`config.mk`:
```
export PLATFORM = sky130hd
export DESIGN_NAME = adder_prefix_seq
export DESIGN_NICKNAME = d
export VERILOG_FILES = /design/src/rtl/adder_seq_pkg.sv /design/src/rtl/adder_prefix_seq_gp_span_stage.sv /design/src/rtl/adder_prefix_seq.sv
export SDC_FILE = /design/constraint.sdc
export NUM_CORES = 1
export LEC_CHECK = 0
export ABC_AREA = 1
export CAP_MARGIN = 20
export CORE_MARGIN = 2
export CORE_UTILIZATION = 50
export DETAILED_ROUTE_END_ITERATION = 7
export GPL_TIMING_DRIVEN = 1
export PLACE_DENSITY = 0.72
export RECOVER_POWER = 50
export SYNTH_ARGS = -nofsm -noshare
export SYNTH_HDL_FRONTEND = slang
export SYNTH_SLANG_ARGS = --single-unit
```
`constraint.sdc`:
```
create_clock -name clk -period 5.6 [get_ports clk]
set_input_delay 0.84 -clock clk [delete_from_list [all_inputs] [get_ports clk]]
set_output_delay 0.84 -clock clk [all_outputs]
set_load 0.03 [all_outputs]
```
`src/rtl/adder_seq_pkg.sv`:
```
// adder_seq_pkg
// Shared constants, FSM encoding and helpers for the iterative prefix adder.
//   W       operand width
//   STAGES  number of Kogge-Stone levels, one per clock
//   KW      width of the stage counter (must be able to count to STAGES)
//   state_t controller state encoding
//   span_mask(k) bit i set when bit i has a partner at distance 2^k
package adder_seq_pkg;

  localparam int W      = 32;
  localparam int STAGES = $clog2(W);
  localparam int KW     = $clog2(STAGES + 1);

  typedef enum logic [1:0] {
    IDLE = 2'd0,
    PFX  = 2'd1,
    DONE = 2'd2
  } state_t;

  // Bits below the current span have no partner at distance 2^k.
  // Their group terms are already final, so the combine level leaves them alone.
  function automatic logic [W-1:0] span_mask(input logic [KW-1:0] k);
    logic [W-1:0] m;
    int           d;
    d = 1 << k;
    for (int i = 0; i < W; i++) begin
      m[i] = (i >= d);
    end
    return m;
  endfunction

endpackage

```
`src/rtl/adder_prefix_seq_gp_span_stage.sv`:
```
// gp_cell
// One Kogge-Stone combine cell. It merges a high group (g_hi, p_hi) with the
// adjacent lower group (g_lo, p_lo).
//   g_hi, p_hi   in   group terms of the upper (more significant) span
//   g_lo, p_lo   in   group terms of the lower span at distance 2^k
//   g_out, p_out out  merged group terms
module gp_cell (
  input  logic g_hi,
  input  logic p_hi,
  input  logic g_lo,
  input  logic p_lo,
  output logic g_out,
  output logic p_out
);

  assign g_out = g_hi | (p_hi & g_lo);
  assign p_out = p_hi & p_lo;

endmodule

// gp_span_stage
// A single shared prefix level. A k-indexed mux picks the partner operand at
// distance 2^k. This lets one row of gp_cells stand in for every level of the
// tree.
//   g, p          in   current group generate / propagate vectors
//   k             in   level index (span 2^k)
//   mask          in   bits that combine at this level (others hold)
//   g_nxt, p_nxt  out  group terms after this level
module gp_span_stage #(
  parameter int W  = 32,
  parameter int KW = 3
) (
  input  logic [W-1:0]  g,
  input  logic [W-1:0]  p,
  input  logic [KW-1:0] k,
  input  logic [W-1:0]  mask,
  output logic [W-1:0]  g_nxt,
  output logic [W-1:0]  p_nxt
);

  localparam int NLVL = $clog2(W);

  logic [W-1:0] g_far;
  logic [W-1:0] p_far;
  logic [W-1:0] g_cell;
  logic [W-1:0] p_cell;

  // Shifting left by 2^k puts bit i-d of the source in lane i.
  // A k outside the tree selects zero. The mask already blocks those lanes
  // in normal use.
  always_comb begin
    g_far = '0;
    p_far = '0;
    for (int s = 0; s < NLVL; s++) begin
      if (k == KW'(s)) begin
        g_far = g << (1 << s);
        p_far = p << (1 << s);
      end
    end
  end

  for (genvar i = 0; i < W; i++) begin : g_lane
    gp_cell u_cell (
      .g_hi  (g[i]),
      .p_hi  (p[i]),
      .g_lo  (g_far[i]),
      .p_lo  (p_far[i]),
      .g_out (g_cell[i]),
      .p_out (p_cell[i])
    );

    assign g_nxt[i] = mask[i] ? g_cell[i] : g[i];
    assign p_nxt[i] = mask[i] ? p_cell[i] : p[i];
  end

endmodule

```
`src/rtl/adder_prefix_seq.sv`:
```
// adder_prefix_seq
// Iterative parallel-prefix adder/subtractor. It takes one operand pair per
// transaction. The generate/propagate terms are formed on accept. One masked
// Kogge-Stone level then runs per clock for STAGES clocks. The result is held
// until the consumer takes it.
//
// Handshake: a transfer happens on a rising edge where valid & ready are both
// high. The producer holds valid and its data until that edge. Ready may
// depend on the downstream ready; it never depends on the upstream valid.
// flush blocks an accept on the same edge.
//
// Ports
//   clk, rst_n           clock, asynchronous active-low reset
//   flush                synchronous abort; returns to IDLE and drops out_valid
//   in_valid / in_ready  operand handshake
//   in_a, in_b           operands (sampled only on the accept edge)
//   in_sub               1: a-b, 0: a+b
//   in_cin               carry-in for additions
//   out_valid/out_ready  result handshake
//   out_sum              W-bit result
//   out_cout             carry-out of the top bit (1 = no borrow on subtract)
//   out_ovf              two's-complement overflow
//   busy                 transaction in progress or result pending
//   dbg_state            current controller state
module adder_prefix_seq
  import adder_seq_pkg::*;
(
  input  logic         clk,
  input  logic         rst_n,
  input  logic         flush,
  input  logic         in_valid,
  output logic         in_ready,
  input  logic [W-1:0] in_a,
  input  logic [W-1:0] in_b,
  input  logic         in_sub,
  input  logic         in_cin,
  output logic         out_valid,
  input  logic         out_ready,
  output logic [W-1:0] out_sum,
  output logic         out_cout,
  output logic         out_ovf,
  output logic         busy,
  output state_t       dbg_state
);

  state_t        state;
  logic [KW-1:0] k;
  logic [W-1:0]  g;
  logic [W-1:0]  p;
  logic [W-1:0]  p0;
  logic          cin_r;

  logic          accept;
  logic [W-1:0]  b_eff;
  logic          cin_eff;
  logic [W-1:0]  g_init;
  logic [W-1:0]  p_init;
  logic [W-1:0]  mask;
  logic [W-1:0]  g_nxt;
  logic [W-1:0]  p_nxt;
  logic          last_level;
  logic [W-1:0]  carry_vec;

  // A new pair can land while the previous result is being taken.
  // This keeps back-to-back transactions free of a bubble cycle.
  assign in_ready  = (state == IDLE) | ((state == DONE) & out_ready);
  assign accept    = in_valid & in_ready & ~flush;
  assign out_valid = (state == DONE);
  assign busy      = (state != IDLE);
  assign dbg_state = state;

  // Subtraction is a + ~b + 1.
  assign b_eff   = in_sub ? ~in_b : in_b;
  assign cin_eff = in_sub | in_cin;

  // Carry-in is folded into bit 0 as an extra generate. p[0] is forced to 0
  // so that G[i] is the true carry out of bit i, including cin.
  always_comb begin
    g_init    = in_a & b_eff;
    g_init[0] = (in_a[0] & b_eff[0]) | ((in_a[0] ^ b_eff[0]) & cin_eff);
    p_init    = in_a ^ b_eff;
    p_init[0] = 1'b0;
  end

  assign mask = span_mask(k);

  gp_span_stage #(
    .W  (W),
    .KW (KW)
  ) u_span (
    .g     (g),
    .p     (p),
    .k     (k),
    .mask  (mask),
    .g_nxt (g_nxt),
    .p_nxt (p_nxt)
  );

  assign last_level = (k == KW'(STAGES - 1));

  // Carry into bit i is the group generate of bits [i-1:0]. It is taken from
  // the level being written this edge, so no extra cycle is spent.
  assign carry_vec = {g_nxt[W-2:0], cin_r};

  always_ff @(posedge clk or negedge rst_n) begin
    if (!rst_n) begin
      state    <= IDLE;
      k        <= '0;
      g        <= '0;
      p        <= '0;
      p0       <= '0;
      cin_r    <= 1'b0;
      out_sum  <= '0;
      out_cout <= 1'b0;
      out_ovf  <= 1'b0;
    end else if (flush) begin
      // Result registers keep their last value; only the handshake is cleared.
      state <= IDLE;
    end else if (accept) begin
      // accept is only possible from IDLE or from DONE while out_ready is high.
      g     <= g_init;
      p     <= p_init;
      p0    <= in_a ^ b_eff;
      cin_r <= cin_eff;
      k     <= '0;
      state <= PFX;
    end else begin
      case (state)
        PFX: begin
          g <= g_nxt;
          p <= p_nxt;
          k <= k + KW'(1);
          if (last_level) begin
            out_sum  <= p0 ^ carry_vec;
            out_cout <= g_nxt[W-1];
            // Overflow when the carry into the sign bit differs from the
            // carry out of it.
            out_ovf  <= g_nxt[W-1] ^ g_nxt[W-2];
            state    <= DONE;
          end
        end
        DONE: begin
          if (out_ready) begin
            state <= IDLE;
          end
        end
        IDLE: begin
          state <= IDLE;
        end
        default: begin
          state <= IDLE;
        end
      endcase
    end
  end

endmodule
```
==> impl_results.md <==
- Run status: complete, but fails checks
- Violated checks: capacitance limit, slew limit
- Setup crit end kind: flip-flop
- Hold buffers post-CTS: 0
- GRT overflow: 0
- Netlist Area Pre-Place: 9196 um2
- Area of all placed cells without fillers: 10940 um2
- Final min period: 3.716 ns
- Clock-pin slew on the worst setup and hold paths: 0.06 ns
- Total setup buffers inserted after CTS: 0
- Startpoint of the most critical hold path: out_sum[25]
- Wire length on met2: 14.47 mm
- Static Leakage: 5.242 nW
- Met1 layer wirelength in the final routing: 14.19 mm
- Class of the tightest hold or removal check: reg -> reg
- Max-cap violations: 1
- Aggregate routed wire length: 32.99 mm
- Required @ worst endpoint: 5.96 ns
- Die Outline Area: 19490 um2
- Cell count after synthesis: 1301
- Post-Synthesis Mean Instance Area: 7.069 um2
- Number of clock buffers inserted by TritonCTS: 17
- Share of the yosys chip area belonging to registers: 36.73%
- DRC violation count after routing: 0
- Worst-case clock buffer depth: 2
- Fill cells: 1749
- Cell types occupying the most area after synthesis: sky130_fd_sc_hd__dfrtp_1, sky130_fd_sc_hd__nand2_1, sky130_fd_sc_hd__nand3_1
- Synth top area share: 36.73%
- Number of rows in the core area: 49
- Max Fclk: 0.2691 GHz
- Number of synthesized register bits: 135
- P per Cell Area: 557.8 nW/um2
- Post-Route Setup TNS: 0 ns
- Die outline height: 139.6 um
- Global-route wire length before repair: 52.56 mm
- Maximum number of pins on one net before global-route repair: 92
- Detailed Routing Iterations Pass 1: 6
- Highest-count cells in the layout ignoring fill and taps: sky130_fd_sc_hd__nand2_1, sky130_fd_sc_hd__nand3_1, sky130_fd_sc_hd__dfrtp_1, sky130_fd_sc_hd__inv_1, sky130_fd_sc_hd__o21ai_0
- Overall die width: 139.6 um
- Amount of wire on met3 after detailed routing: 3.421 mm
- Diodes inserted: 0
- Placeable core region: 18020 um2
- Clock sink count: 135
- Final Wtd Congestion: 1.036
- Setup Crit Path Kind: in -> reg
- Syn-to-layout area delta: 18.95%
- Wire length per cell after detailed routing: 20.40 um
- Number of setup violations in the final report: 0
- Hold violation total from the final report: 0
- Most frequent standard cell in the layout excluding fill and tap cells: sky130_fd_sc_hd__nand2_1
- Number of gates given a new drive strength after cts: 0
- Count of buffers from port buffering: 109
- Power, Total: 6.102 mW
- Vias per inst: 5.996
- Capture point of the worst reg-to-reg path: p[30]
- Post-synthesis cell type with the largest combined area: sky130_fd_sc_hd__dfrtp_1
- Count of routing violations after the opening detailed-route iteration: 991
- Skew final: 0.01737 ns
- Via count of the routed design: 9696
- Max-slew violation count: 46
- Share of final-layout standard cells stronger than drive strength 1: 5.620%
- Yosys warnings: 0
- FF-to-FF path depth: 6
- Initial antenna violation count: 1
- Placed cell areas: 10380 um2
- Worst voltage drop across the vdd grid: 0.2331 mV
- Reg2reg setup slack: 2.43 ns
- Library cells used by synthesis: 37
- Number of top-level pins: 110
- HPWL after detailed placement: 23.46 mm
- GRT Resource Usage Total: 34.39%
- Number of levels the H-tree was split into: 4
- Hold-critical path endpoint: out_sum[25]
- Clock Tree Root: sky130_fd_sc_hd__clkbuf_16
- Setup repair after global routing missed its margin: false
- Nets: 1486
- Reg-to-reg startpoint: dbg_state[0]
- Kind of start point of the critical path: primary input
- Worst slew margin relative to its limit: -60.42%
- Clock latency reported for the late side of the worst-skew pair: 0.44 ns
- Critical Path AT: 4.07 ns
- Slew of the pin with the lowest slew margin: 2.406 ns
- Maximum fanout along the worst path: 46
- Vias in the first global route: 9182
- Total nets after synthesis: 1411
- TritonCTS clock tree: built
- Crit share post-route: 66.35%
- Top Metal Used: met4
- Number of antenna-violating nets in the routed design: 0
- Initial standard-cell utilization of the core: 51.02%
- Number of cells on the worst hold path: 2
==> cells in the mapped netlist (all sizes together) <==
| master | count |
|---|---|
| nand3 | 137 |
| nor2 | 54 |
| nand3b | 9 |
| o211ai | 43 |
| o21a | 2 |
| o21bai | 2 |
| a21oi | 52 |
| a31oi | 1 |
| clkbuf | 23 |
| nor3 | 9 |
| o22ai | 17 |
| o21ai | 134 |
| a22oi | 3 |
| buf | 46 |
| ha | 39 |
| o2111ai | 10 |
| a211oi | 3 |
| inv | 134 |
| nand2 | 397 |
| xnor2 | 2 |
| o31ai | 1 |
| xor2 | 32 |
| nand4 | 13 |
| o221ai | 3 |
| dfrtp | 135 |
==> worst max-delay path, cell delays in order <==
cell	delay (ns)
sky130_fd_sc_hd__dlygate4sd3_1	0.52
sky130_fd_sc_hd__inv_1	0.05
sky130_fd_sc_hd__a21oi_1	0.15
sky130_fd_sc_hd__nand3_1	0.77
sky130_fd_sc_hd__inv_2	0.89
sky130_fd_sc_hd__buf_4	0.52
sky130_fd_sc_hd__nand2_1	0.14
sky130_fd_sc_hd__nand3_1	0.11
==> per-stage QoR <==
step	utilization [%]	std cells	setup slack, ns	hold WS (ns)
after floorplan	-	1301	3.170	0.4661
after global placement	57.57	1586	2.044	0.4615
after detailed placement	57.57	1586	1.941	0.4648
after CTS	60.74	1617	2.371	0.4820
after global routing	60.69	1617	1.514	0.4991
final	60.69	1617	1.884	0.4711
==> sequential cells by signal, summed over array words and instances (netlist names) <==
signal and flops:
k 3, cin_r 1, g 32, p0 32, p 31, out_cout 1
out_sum 32, out_ovf 1, dbg_state 2
==> cell families (layout without fill, tap and decap cells) <==
| kind of cell | count (synthesis) | after routing | share of synthesized area [%] |
|---|---|---|---|
| AOI/OAI and AO/OA | 271 | 271 | 17.16 |
| xor gates and xnor gates | 34 | 34 | 3.238 |
| DFF | 135 | 135 | 36.73 |
| and+or+nand+nor | 619 | 619 | 28.49 |
| buffers and inverters | 203 | 290 | 9.075 |
| adders and majority gates | 39 | 39 | 5.306 |
==> metal layers <==
layer / vias up / track usage [%]
met5: - / 0
met4: 0 / 11.68
met3: 75 / 8.913
met2: 548 / 51.60
met1: 4595 / 48.59
li1: 4478 / -
==> final cells by class <==
class,count,area (um2),share of cell area (%)
multi-input combinational,963,4994,45.65
sequential,135,3378,30.88
timing repair buffer,125,1204,11.00
inverter,134,505.5,4.621
clock buffer,19,452.9,4.140
tap,229,286.5,2.619
clock inverter,12,118.9,1.087
==> worst max path at each step <==
stage,startpoint,end,slack (ns),depth (start not counted)
6_report,out_ready,p[30],1.88,8
5_1_grt,out_ready,p0[18],1.51,8
4_1_cts,out_ready,p0[21],2.37,8
3_5_place_dp,out_ready,p0[21],1.94,8
3_3_place_gp,out_ready,p0[30],2.04,8
2_1_floorplan,out_ready,g[23],3.17,8
==> report_power, final <==
| group | total, mW | leakage [nW] | internal [mW] | switching, mW |
|---|---|---|---|---|
| logic | 3.29 | 3.24 | 1.06 | 2.24 |
| clock network | 1.11 | 0.261 | 0.637 | 0.468 |
| registers | 1.70 | 1.74 | 1.33 | 0.373 |
Power figures use the tool's default switching activity.
